### config.mk
export PLATFORM = sky130hd
export DESIGN_NAME = immgen_pipe_flat
export DESIGN_NICKNAME = d
export VERILOG_FILES = /design/src/rtl/immgen_pipe_pkg.sv /design/src/rtl/immgen_pipe_if.sv /design/src/rtl/immgen_pipe_imm_extract.sv /design/src/rtl/immgen_pipe.sv /design/src/flat_wrapper.sv
export SDC_FILE = /design/constraint.sdc
export NUM_CORES = 1
export LEC_CHECK = 0
export BUFFER_PORTS_ARGS = -buffer_cell sky130_fd_sc_hd__buf_2
export CORE_MARGIN = 4
export CORE_UTILIZATION = 49
export DETAILED_ROUTE_END_ITERATION = 10
export GPL_TIMING_DRIVEN = 0
export HOLD_SLACK_MARGIN = 0.03
export PLACE_DENSITY = 0.84
export REMOVE_ABC_BUFFERS = 1
export SETUP_SLACK_MARGIN = 0.2
export SYNTH_ARGS = -nofsm -noshare
export SYNTH_HDL_FRONTEND = slang
export SYNTH_SLANG_ARGS = --single-unit
### constraint.sdc
create_clock -name clk -period 1.5 [get_ports clk]
set_input_delay 0.375 -clock clk [delete_from_list [all_inputs] [get_ports clk]]
set_output_delay 0.375 -clock clk [all_outputs]
set_load 0.1 [all_outputs]
### src/rtl/immgen_pipe_pkg.sv
// Shared definitions for the immediate generator: word size, format codes,
// and the occupancy state encoding of the output/skid buffer.
package immgen_pipe_pkg;

  localparam int WORDSIZE = 32;
  localparam int FMT_W    = 3;

  typedef logic [FMT_W-1:0] fmt_t;

  localparam fmt_t IMM_R   = 3'd0;
  localparam fmt_t IMM_I   = 3'd1;
  localparam fmt_t IMM_S   = 3'd2;
  localparam fmt_t IMM_B   = 3'd3;
  localparam fmt_t IMM_U   = 3'd4;
  localparam fmt_t IMM_J   = 3'd5;
  localparam fmt_t IMM_Z   = 3'd6;
  localparam fmt_t IMM_ILL = 3'd7;

  // Number of buffered results: output register only, or output plus skid.
  typedef enum logic [1:0] {
    ST_EMPTY = 2'd0,
    ST_ONE   = 2'd1,
    ST_TWO   = 2'd2
  } occ_state_e;

endpackage

### src/rtl/immgen_pipe_if.sv
// Handshake bundle between fetch/align (producer), the immediate generator
// and the register-read stage (consumer).
interface immgen_pipe_if
  import immgen_pipe_pkg::*;
#(
  parameter int XLEN = 32
) ();

  logic                flush;
  logic                in_valid;
  logic                in_ready;
  logic [WORDSIZE-1:0] in_instr;
  fmt_t                in_fmt;
  logic                out_valid;
  logic                out_ready;
  logic [XLEN-1:0]     out_imm;
  fmt_t                out_fmt;
  logic                out_err;

  // Environment side: drives words in and accepts results.
  modport master (
    output flush, in_valid, in_instr, in_fmt, out_ready,
    input  in_ready, out_valid, out_imm, out_fmt, out_err
  );

  // Generator side.
  modport slave (
    input  flush, in_valid, in_instr, in_fmt, out_ready,
    output in_ready, out_valid, out_imm, out_fmt, out_err
  );

endinterface

### src/rtl/immgen_pipe_imm_extract.sv
// Combinational immediate extraction for the base RV formats plus CSR zimm.
// The 32-bit immediate is assembled first and then sign-extended to XLEN
// from bit 31 (zimm has bit 31 clear, so it comes out zero-extended).
module imm_extract
  import immgen_pipe_pkg::*;
#(
  parameter int XLEN = 32
) (
  input  logic [WORDSIZE-1:0] instr,
  input  fmt_t                fmt,
  output logic [XLEN-1:0]     imm,
  output logic                err
);

  logic [WORDSIZE-1:0] asm_imm;

  // Assemble the 32-bit immediate for the selected format.
  always_comb begin
    asm_imm = '0;
    err     = 1'b0;
    case (fmt)
      IMM_I:   asm_imm = {{20{instr[31]}}, instr[31:20]};
      IMM_S:   asm_imm = {{20{instr[31]}}, instr[31:25], instr[11:7]};
      IMM_B:   asm_imm = {{19{instr[31]}}, instr[31], instr[7], instr[30:25], instr[11:8], 1'b0};
      IMM_U:   asm_imm = {instr[31:12], 12'b0};
      IMM_J:   asm_imm = {{11{instr[31]}}, instr[31], instr[19:12], instr[20], instr[30:21], 1'b0};
      IMM_Z:   asm_imm = {27'b0, instr[19:15]};
      IMM_ILL: err     = 1'b1;
      default: asm_imm = '0;  // R format carries no immediate
    endcase
  end

  // Widen to XLEN; only the 64-bit build needs replicated sign bits.
  generate
    if (XLEN > WORDSIZE) begin : g_wide
      assign imm = {{(XLEN-WORDSIZE){asm_imm[WORDSIZE-1]}}, asm_imm};
    end else begin : g_narrow
      assign imm = asm_imm;
    end
  endgenerate

endmodule

### src/rtl/immgen_pipe.sv
// Pipelined immediate generator: combinational extraction on the input side,
// then an output register backed by a one-entry skid register so that
// in_ready is a pure register and full throughput is kept under backpressure.
module immgen_pipe
  import immgen_pipe_pkg::*;
#(
  parameter int XLEN = 32
) (
  input  logic         clk,
  input  logic         rst_n,
  immgen_pipe_if.slave bus
);

  logic [XLEN-1:0] ext_imm;
  logic            ext_err;

  occ_state_e      state_q;
  logic            in_ready_q;
  logic            out_valid_q;
  logic [XLEN-1:0] out_imm_q;
  fmt_t            out_fmt_q;
  logic            out_err_q;
  logic [XLEN-1:0] skid_imm_q;
  fmt_t            skid_fmt_q;
  logic            skid_err_q;

  logic acc_in;
  logic acc_out;

  imm_extract #(.XLEN(XLEN)) u_extract (
    .instr (bus.in_instr),
    .fmt   (bus.in_fmt),
    .imm   (ext_imm),
    .err   (ext_err)
  );

  assign acc_in  = bus.in_valid && in_ready_q;
  assign acc_out = out_valid_q && bus.out_ready;

  // Occupancy FSM with registered handshake outputs and payload registers.
  always_ff @(posedge clk or negedge rst_n) begin
    if (!rst_n) begin
      state_q     <= ST_EMPTY;
      in_ready_q  <= 1'b1;
      out_valid_q <= 1'b0;
      out_imm_q   <= '0;
      out_fmt_q   <= IMM_R;
      out_err_q   <= 1'b0;
      skid_imm_q  <= '0;
      skid_fmt_q  <= IMM_R;
      skid_err_q  <= 1'b0;
    end else if (bus.flush) begin
      // Drop everything held; a same-cycle input word is discarded too.
      state_q     <= ST_EMPTY;
      in_ready_q  <= 1'b1;
      out_valid_q <= 1'b0;
    end else begin
      case (state_q)
        ST_EMPTY: begin
          if (acc_in) begin
            out_imm_q   <= ext_imm;
            out_fmt_q   <= bus.in_fmt;
            out_err_q   <= ext_err;
            out_valid_q <= 1'b1;
            state_q     <= ST_ONE;
          end
        end
        ST_ONE: begin
          if (acc_in && acc_out) begin
            out_imm_q <= ext_imm;
            out_fmt_q <= bus.in_fmt;
            out_err_q <= ext_err;
          end else if (acc_in) begin
            // Consumer stalled: park the new word and stop accepting.
            skid_imm_q <= ext_imm;
            skid_fmt_q <= bus.in_fmt;
            skid_err_q <= ext_err;
            in_ready_q <= 1'b0;
            state_q    <= ST_TWO;
          end else if (acc_out) begin
            out_valid_q <= 1'b0;
            state_q     <= ST_EMPTY;
          end
        end
        ST_TWO: begin
          if (acc_out) begin
            out_imm_q  <= skid_imm_q;
            out_fmt_q  <= skid_fmt_q;
            out_err_q  <= skid_err_q;
            in_ready_q <= 1'b1;
            state_q    <= ST_ONE;
          end
        end
        default: begin
          state_q     <= ST_EMPTY;
          in_ready_q  <= 1'b1;
          out_valid_q <= 1'b0;
        end
      endcase
    end
  end

  assign bus.in_ready  = in_ready_q;
  assign bus.out_valid = out_valid_q;
  assign bus.out_imm   = out_imm_q;
  assign bus.out_fmt   = out_fmt_q;
  assign bus.out_err   = out_err_q;

endmodule

### src/flat_wrapper.sv
// flat-port wrapper written by rule: the top's interface ports become plain ports
module immgen_pipe_flat import immgen_pipe_pkg::*;
#(
  parameter int XLEN = 32
)
  (clk, rst_n, bus_flush, bus_in_valid, bus_in_instr, bus_in_fmt, bus_out_ready, bus_in_ready, bus_out_valid, bus_out_imm, bus_out_fmt, bus_out_err);
  immgen_pipe_if #(.XLEN(XLEN)) bus_i ();
  input  logic clk;
  input  logic rst_n;
  input wire logic [$bits(bus_i.flush)-1:0] bus_flush;
  input wire logic [$bits(bus_i.in_valid)-1:0] bus_in_valid;
  input wire logic [$bits(bus_i.in_instr)-1:0] bus_in_instr;
  input wire logic [$bits(bus_i.in_fmt)-1:0] bus_in_fmt;
  input wire logic [$bits(bus_i.out_ready)-1:0] bus_out_ready;
  output wire logic [$bits(bus_i.in_ready)-1:0] bus_in_ready;
  output wire logic [$bits(bus_i.out_valid)-1:0] bus_out_valid;
  output wire logic [$bits(bus_i.out_imm)-1:0] bus_out_imm;
  output wire logic [$bits(bus_i.out_fmt)-1:0] bus_out_fmt;
  output wire logic [$bits(bus_i.out_err)-1:0] bus_out_err;
  assign bus_i.flush = bus_flush;
  assign bus_i.in_valid = bus_in_valid;
  assign bus_i.in_instr = bus_in_instr;
  assign bus_i.in_fmt = bus_in_fmt;
  assign bus_i.out_ready = bus_out_ready;
  assign bus_in_ready = bus_i.in_ready;
  assign bus_out_valid = bus_i.out_valid;
  assign bus_out_imm = bus_i.out_imm;
  assign bus_out_fmt = bus_i.out_fmt;
  assign bus_out_err = bus_i.out_err;
  immgen_pipe #(.XLEN(XLEN)) u_core (.clk(clk), .rst_n(rst_n), .bus(bus_i));
endmodule
==> reports/metrics.yaml, run 1 <==
core_mm2: 0.00737
tightest_slew_ps: 463
power_frac_clock_pct: 14.3
p_leak_nw: 2.54
synth_top_family_by_area: "compound AO/OA/AOI/OAI gates"
grt_pass1_wl_mm: 18.7
synth_edf_count: 0
async_flop_share_pct: 100
cp_max_fo: 11
grt_start_max_net_pins: 57
clock.fmax_mhz: 626
start_util_pct: 51.4
synth_simple_gate_area_share_pct: 13.9
ioPinCount: 78
final_max_slew_viol_count: 0
final_area_mm2: 0.00564
place_area_mm2: 0.00413
clkTransAtPathRegs_ps: 80
path_cells: "and4bb_4, a22oi_2, buf_6, buf_16, a22o_1"
die_w_um: 95.9
avgSynthCellArea_um2: 9.51
fin_crit_sh_pct: 107
cpMaxStageDelayCell: "dfstp_2"
track_usage_pct: 26.8
netlist_area_mm2: 0.00378
top_layer: "met4"
final_common_cell: "nand2_1"
seqCellArea_mm2: 0.00191
detail-route-antenna-nets: 0
rsz0062_at_grt: "true"
wire_per_inst_um: 20.0
path_class: "reg2reg"
numPortBuffers: 70
drt_iter0_markers: 497
vdd_drop_max_v: 0.00108
p_per_area_mw_per_mm2: 2130
ys_ff_latch: 76
dr.pass1.iters: 5
worst_path_largest_cell_delay_ps: 560
final_cell_mix: "nand2_1 (72), dfrtp_1 (71), o21ai_1 (44)"
drt-met1-wl_mm: 4.52
setup_viol: 65
synth_fa_ha_area_share_pct: 0
die_area_mm2: 0.00919
pre_cts_ws_ps: -812
grt_pass1_vias: 3680
p_switching_w: 0.00557
cap_violations: 0
synth_ff_type: "dfrtp_1"
post-dp-hpwl_mm: 5.86
drive_gt1_share_pct: 40.2
synthCells: 398
wl_met2_mm: 6.16
vias: 3717
hold_path_class: "in2reg"
status: "finished with violations"
dp.cells: 536
yosysUniqueCellTypes: 48
root_buffer: "clkbuf_8"
clk_latency_ps: 350
synth_mux_area_share_pct: 6.68
min_period_ps: 1600
cts-buffers-inserted: 9
critPathRequiredTime_ps: 1740
num-fill-cells: 466
multi_input_area_mm2: 0.00195
p_sw_share_pct: 46.5
cts_buffer_depth: 2
fin_cells: 606
failed_checks: "setup timing"
internal_power_w: 0.00642
place_congestion: 0.828
wl_met3_mm: 1.07
finalWirelength_mm: 12.1
antenna_found_initial: 0
drc_errors: 0
critPathArrivalTime_ps: 1830
synth-compound-area-share_pct: 23.7
comb_power_share_pct: 55.9
die_height_um: 95.9
maxSlewHeadroom_pct: 69.1
setup_ws_ps: -98.1
synthToLayoutAreaGrowth_pct: 49.1
antenna_cells: 0
fin_nets: 542
worstSetupEndpointType: "flop"
power_frac_seq_pct: 29.8
cts_sinks: 76
finClkSkew_ps: 10.3
yosys_warnings: 0
h-tree-depth: 3
hold_viol: 0
vias_per_cell: 6.13
grt_overflow: 0
row_count: 31
critPathLaunchType: "flop"
synth_xor_area_share_pct: 0
ys_seq_area_share_pct: 50.3
cts_tree: "done"
-- per-stage QoR --
stage                     utilization [%]  total power, W  hold slack [ps]  setup TNS, ps
after detailed placement             56.0         0.00798              285         -47070
final                                76.6          0.0120              258          -2580
after global placement               55.2         0.00783              454        -105600
after CTS                            72.9          0.0115              243          -1870
after global routing                 76.6          0.0124              248          -6010
after floorplan                         -         0.00707             79.4         -67280
-- flip-flops by register name, summed over array words and instances (netlist names) --
register,cells
u_core.bus.out_imm,32
u_core.skid_imm_q,32
u_core.bus.out_fmt,3
u_core.skid_fmt_q,3
u_core.state_q,2
u_core.bus.in_ready,1
u_core.bus.out_err,1
u_core.bus.out_valid,1
u_core.skid_err_q,1
-- area by class of cell --
type | instances | share of cell area (%)
multi-input combinational | 291 | 34.6
tap | 99 | 2.20
sequential | 76 | 33.8
inverter | 4 | 0.266
clock buffer | 13 | 3.17
timing repair buffer | 120 | 25.2
clock inverter | 3 | 0.754
-- power by group through the flow --
stage | clock [W] | combinational [W] | sequential, W
final | 0.00172 | 0.00670 | 0.00357
after global routing | 0.00183 | 0.00697 | 0.00365
after CTS | 0.00173 | 0.00624 | 0.00352
after global placement | 0 | 0.00454 | 0.00329
after floorplan | 0 | 0.00104 | 0.00603
after detailed placement | 0 | 0.00464 | 0.00335
-- cells in the mapped netlist, drive strengths merged, types with 4 or more instances --
library cell  number  area share, %
o22ai              4           0.66
o21ai             73            9.7
a22oi              5           0.99
nand2             79            8.0
mux2              16            5.4
o221ai             5            1.2
inv                4           0.40
nand3              8            1.1
a221oi             4           0.93
a21oi             31            5.1
nor2              13            1.5
o31ai              4           0.79
dfrtp             75             50
mux2i              5            1.3
a31oi              4           0.66
buf               24            4.2
clkbuf             9           0.89
-- path summary, 6_finish.rpt --
kind                                        from                endpoint  slack (ps)  cells past startpoint
max in group asynchronous                  rst_n     u_core.bus.in_ready         410                      3
setup / recovery             u_core.bus.in_ready  u_core.bus.out_imm[11]        -100                      5
hold reg to reg            u_core.skid_imm_q[18]   u_core.skid_imm_q[18]         490                      2
min in group asynchronous                  rst_n  u_core.bus.out_imm[13]         480                      2
hold / removal                         bus_flush       u_core.state_q[0]         260                      2
setup reg to reg             u_core.bus.in_ready  u_core.bus.out_imm[11]        -100                      5
-- worst max-delay path, delay by kind of cell, from the launching register on --
kind                   cells  cell delay, ps
DFF                        1             560
buffers and inverters      2             310
AOI/OAI and AO/OA          2             300
and+or+nand+nor            1             300
-- kinds of logic after synthesis --
| family | after synthesis |
|---|---|
| AO/OA/AOI/OAI | 146 |
| AND/OR/NAND/NOR | 118 |
| flip-flops | 76 |
| buffers and inverters | 37 |
| multiplexers | 21 |
-- timing repair --
| item | CTS | global route |
|---|---|---|
| cloned | 8 | 0 |
| hold endpoints to repair | 20 | 0 |
| hold buffers | 1 | 0 |
| endpoints found under the setup margin | 111 | 113 |
| pin swaps | 7 | 12 |
| gates resized for setup | 185 | 33 |
| buffers inserted | 26 | 19 |
-- layer usage --
metal,track usage [%],vias up
li1,-,1625
met1,34.1,1816
met2,44.8,230
met3,4.30,46
met4,12.6,0
met5,0,-
Power figures use the tool's default switching activity.
==> run 2: changes to the inputs <==
Clock period 1.5 ns to 1.4 ns, I/O delays scaled along.
==> run 2 against run 1 <==
  * The flow still finishes with violations (setup timing)
  * Hold slack got worse by 40 ps
  * Routed wire length is 4.6% higher
  * Setup slack lost 100 ps
  * Via count increased by 2.5%
  * First-iteration DRC count shrank 21%
  * Sequential power is 7.3% higher
  * Global-route usage grew 0.72 points
  * Maximum frequency fell by 0.26%
  * Combinational power is 8.2% higher
  * Core utilization rose by 0.87 points
  * Sequential cell count unchanged
  * Critical path type unchanged
==> reports/metrics.yaml, run 2 (synthesis results as in run 1) <==
cp_max_fo: 11
use_met1_pct: 34.2
top_usage_layer: "met2"
final_max_slew_viol_count: 0
vias: 3809
grt_start_max_net_pins: 57
die_height_um: 95.9
multi_input_area_mm2: 0.00199
core_mm2: 0.00737
detail-route-antenna-nets: 0
maxSlewHeadroom_pct: 69.0
min_period_ps: 1600
power_frac_clock_pct: 14.4
finClkSkew_ps: 13.3
r2r_slack_ps: -200
rsz0062_at_grt: "true"
internal_power_w: 0.00690
p_leak_nw: 2.54
comb_power_share_pct: 56.0
seqCellArea_mm2: 0.00191
dr.pass1.iters: 6
status: "finished with violations"
cap_violations: 0
cts_sinks: 76
worstSetupEndpointType: "flop"
grt_util_met3_pct: 3.91
grt_pass1_vias: 3706
clk_latency_ps: 360
pre_cts_ws_ps: -887
vdd_drop_max_v: 0.00120
power_frac_seq_pct: 29.6
clock.fmax_mhz: 624
setup_viol: 75
failed_checks: "setup timing"
hold_path_class: "in2reg"
hold_viol: 0
num-fill-cells: 454
finalWirelength_mm: 12.7
tightest_slew_ps: 463
cts_tree: "done"
fin_nets: 544
critPathLaunchType: "flop"
wire_per_inst_um: 20.9
root_buffer: "clkbuf_8"
cts_buffer_depth: 2
critPathArrivalTime_ps: 1850
path_class: "reg2reg"
critPathRequiredTime_ps: 1650
drive_gt1_share_pct: 40.5
drt_iter0_markers: 394
use_met2_pct: 47.4
p_per_area_mw_per_mm2: 2270
final_cell_mix: "nand2_1 (72), dfrtp_1 (72), o21ai_1 (49)"
p_sw_share_pct: 46.7
die_w_um: 95.9
track_usage_pct: 27.6
post-dp-hpwl_mm: 5.86
setup_ws_ps: -202
die_area_mm2: 0.00919
grt_overflow: 0
clkTransAtPathRegs_ps: 90
drc_errors: 0
h-tree-depth: 3
numPortBuffers: 70
cts-buffers-inserted: 9
antenna_cells: 0
synthToLayoutAreaGrowth_pct: 50.8
fin_util_pct: 77.4
place_congestion: 0.828
start_util_pct: 51.4
ioPinCount: 78
fin_crit_sh_pct: 114
vias_per_cell: 6.26
row_count: 31
grt_pass1_wl_mm: 19.1
p_switching_w: 0.00605
antenna_found_initial: 0
==> run 2: final cells by class <==
| type | instances | share of cell area (%) |
|---|---|---|
| inverter | 4 | 0.263 |
| sequential | 76 | 33.4 |
| clock buffer | 13 | 3.14 |
| tap | 99 | 2.17 |
| clock inverter | 3 | 0.745 |
| multi-input combinational | 294 | 34.9 |
| timing repair buffer | 119 | 25.3 |
==> run 2: final timing paths <==
path / start / endpoint / depth (start not counted)
worst min register to register: u_core.skid_imm_q[4] / u_core.skid_imm_q[4] / 2
worst min-delay path: bus_flush / u_core.state_q[0] / 2
worst max register to register: u_core.bus.in_ready / u_core.bus.out_imm[11] / 5
worst max-delay path: u_core.bus.in_ready / u_core.bus.out_imm[11] / 5
min in group asynchronous: rst_n / u_core.bus.out_imm[22] / 2
max in group asynchronous: rst_n / u_core.bus.in_ready / 3
==> run 2: timing repair <==
item,4_1_cts,5_1_grt
gates cloned,9,1
gates resized for setup,208,23
endpoints found under the setup margin,111,114
hold endpoints to repair,20,0
setup buffers,27,18
hold buffers,1,0
pin swaps,10,10
==> run 2: stage by stage <==
| step | hold slack (ps) | cells | instance area [µm²] | TNS [ps] | total power [W] |
|---|---|---|---|---|---|
| 4_1_cts | 218 | 589 | 5470 | -7370 | 0.0124 |
| 6_report | 218 | 608 | 5710 | -9140 | 0.0129 |
| 3_3_place_gp | 454 | 534 | 4070 | -116700 | 0.00839 |
| 5_1_grt | 224 | 608 | 5710 | -11400 | 0.0134 |
| 3_5_place_dp | 260 | 536 | 4130 | -52750 | 0.00855 |
| 2_1_floorplan | 54.4 | 365 | 3590 | -74760 | 0.00758 |
==> run 2: power groups by stage <==
stage	combinational, W	clock, W	sequential (W)
finish	0.00725	0.00187	0.00383
global route	0.00753	0.00197	0.00390
CTS	0.00681	0.00185	0.00377
detailed placement	0.00497	0	0.00359
global placement	0.00486	0	0.00353
floorplan	0.00111	0	0.00646
==> run 2: layer usage <==
metal	vias to the layer above	share of wire, %
met3	76	8.0
met5	-	0
met1	1850	37
li1	1639	-
met2	244	49
met4	0	5.3
==> run 2: critical path, stage by stage (launching register included) <==
cell,delay [ps]
dfstp_2,560
and4bb_4,310
a22oi_2,70
buf_6,160
buf_16,150
a22o_1,230
==> run 3: changes to the inputs <==
Settings changed: SETUP_SLACK_MARGIN 0.2 to default.
==> run 3 against run 2 <==
  * The flow still finishes with violations (setup timing)
  * Combinational power down 17%
  * Hold slack improved by 8.0 ps
  * Sequential cell count stayed put
  * Register-to-register slack about the same
  * Total power is 11% lower
  * Global-route usage decreased by 1.8 points
  * Maximum frequency fell by 0.61%
  * Highest routed layer unchanged
==> reports/metrics.yaml, run 3 (synthesis results as in run 1) <==
rsz0062_at_grt: "true"
grt_start_max_net_pins: 57
critPathArrivalTime_ps: 1860
r2r_start: "u_core.bus.in_ready"
track_usage_pct: 25.8
vdd_drop_max_v: 0.00136
worst_path_largest_cell_delay_ps: 550
antenna_found_initial: 0
worstSetupEndpointType: "flop"
dp.cells: 536
fin_util_pct: 69.9
setup_ws_ps: -212
grt_overflow: 0
grt_pass1_wl_mm: 18.0
h-tree-depth: 3
core_mm2: 0.00737
cts-buffers-inserted: 9
seqCellArea_mm2: 0.00191
hold_viol: 0
maxSlewHeadroom_pct: 69.6
vias: 3596
grt_pass1_vias: 3560
p_leak_nw: 2.30
die_area_mm2: 0.00919
status: "finished with violations"
finalSetupTns_ps: -8780
tightest_slew_ps: 456
critPathLaunchType: "flop"
pre_cts_ws_ps: -887
p_switching_w: 0.00575
vias_per_cell: 6.14
multi_input_area_mm2: 0.00201
total_power_w: 0.0115
numPortBuffers: 70
post-dp-hpwl_mm: 5.86
clkTransAtPathRegs_ps: 80
final_cell_mix: "dfrtp_1 (72), nand2_1 (65), o21ai_1 (47)"
cap_violations: 0
hold_path_class: "in2reg"
p_per_area_mw_per_mm2: 2240
path_buf_inv: 2
failed_checks: "setup timing"
row_count: 31
hp-start: "bus_flush"
final_common_cell: "dfrtp_1"
worstHoldEndpoint: "u_core.state_q[0]"
comb_power_share_pct: 52.1
die_height_um: 95.9
clock.fmax_mhz: 620
root_buffer: "clkbuf_8"
detail-route-antenna-nets: 0
holdPathStages: 2
place_congestion: 0.828
dr.pass1.iters: 5
internal_power_w: 0.00576
drive_gt1_share_pct: 40.2
clk_latency_ps: 360
path_class: "reg2reg"
cp_max_fo: 6
critPathRequiredTime_ps: 1640
cts_tree: "done"
antenna_cells: 0
power_frac_seq_pct: 31.8
synthToLayoutAreaGrowth_pct: 36.1
drc_errors: 0
power_frac_clock_pct: 16.2
reg2regPathDepth: 5
r2r_slack_ps: -210
setup_viol: 75
finalWirelength_mm: 11.5
fin_crit_sh_pct: 115
min_period_ps: 1610
path_delay_family: "flip-flops"
fin_nets: 522
p_sw_share_pct: 50.0
num-fill-cells: 567
cpMaxStageDelayCell: "dfstp_2"
wire_per_inst_um: 19.7
die_w_um: 95.9
finClkSkew_ps: 18.3
fin_cells: 586
cts_sinks: 76
path_cells: "and4bb_4, a22oi_2, buf_6, clkbuf_16, a22o_1"
drt_iter0_markers: 343
reg2reg_to: "u_core.bus.out_imm[11]"
start_util_pct: 51.4
ioPinCount: 78
final_max_slew_viol_count: 0
cts_buffer_depth: 2
run 3: per-stage QoR:
stage / hold slack, ps / area (µm²)
6_report: 226 / 5150
5_1_grt: 224 / 5150
2_1_floorplan: 54.4 / 3590
4_1_cts: 218 / 4950
3_3_place_gp: 454 / 4070
3_5_place_dp: 260 / 4130
run 3: area by class of cell:
class,count,area share (%)
clock buffer,13,3.47
timing repair buffer,98,17.0
sequential,76,37.0
multi-input combinational,293,39.0
inverter,4,0.292
clock inverter,3,0.826
tap,99,2.41
run 3: metal layers:
layer / track usage [%] / vias to the layer above / share of wire (%)
met4: 10.2 / 0 / 3.4
li1: - / 1600 / -
met2: 43.3 / 187 / 50
met1: 32.7 / 1760 / 39
met5: 0 / - / 0
met3: 5.00 / 49 / 7.9
run 3: worst max path at each step:
| stage | start | to | slack [ps] | depth (start not counted) |
|---|---|---|---|---|
| after floorplan | u_core.bus.out_valid | u_core.bus.out_imm[11] | -1690 | 4 |
| after global placement | bus_flush | u_core.bus.out_imm[11] | -2050 | 5 |
| after detailed placement | bus_flush | u_core.bus.out_imm[24] | -890 | 5 |
| after CTS | u_core.bus.in_ready | u_core.bus.out_imm[15] | -170 | 6 |
| after global routing | u_core.bus.out_valid | u_core.bus.out_imm[28] | -230 | 6 |
| final | u_core.bus.in_ready | u_core.bus.out_imm[11] | -210 | 5 |
run 3: power by group through the flow:
stage                     clock, W  sequential [W]  combinational [W]
after floorplan                  0         0.00646            0.00111
after global placement           0         0.00353            0.00486
after detailed placement         0         0.00359            0.00497
after CTS                  0.00185         0.00357            0.00568
after global routing       0.00197         0.00375            0.00624
final                      0.00186         0.00366            0.00599
run 3: timing repair:
action	in CTS	in global routing
gates cloned	9	1
setup buffers	18	7
hold endpoints to repair	20	0
pin swaps	10	13
setup endpoints to repair	110	86
hold buffers	1	0
resized for setup	98	50
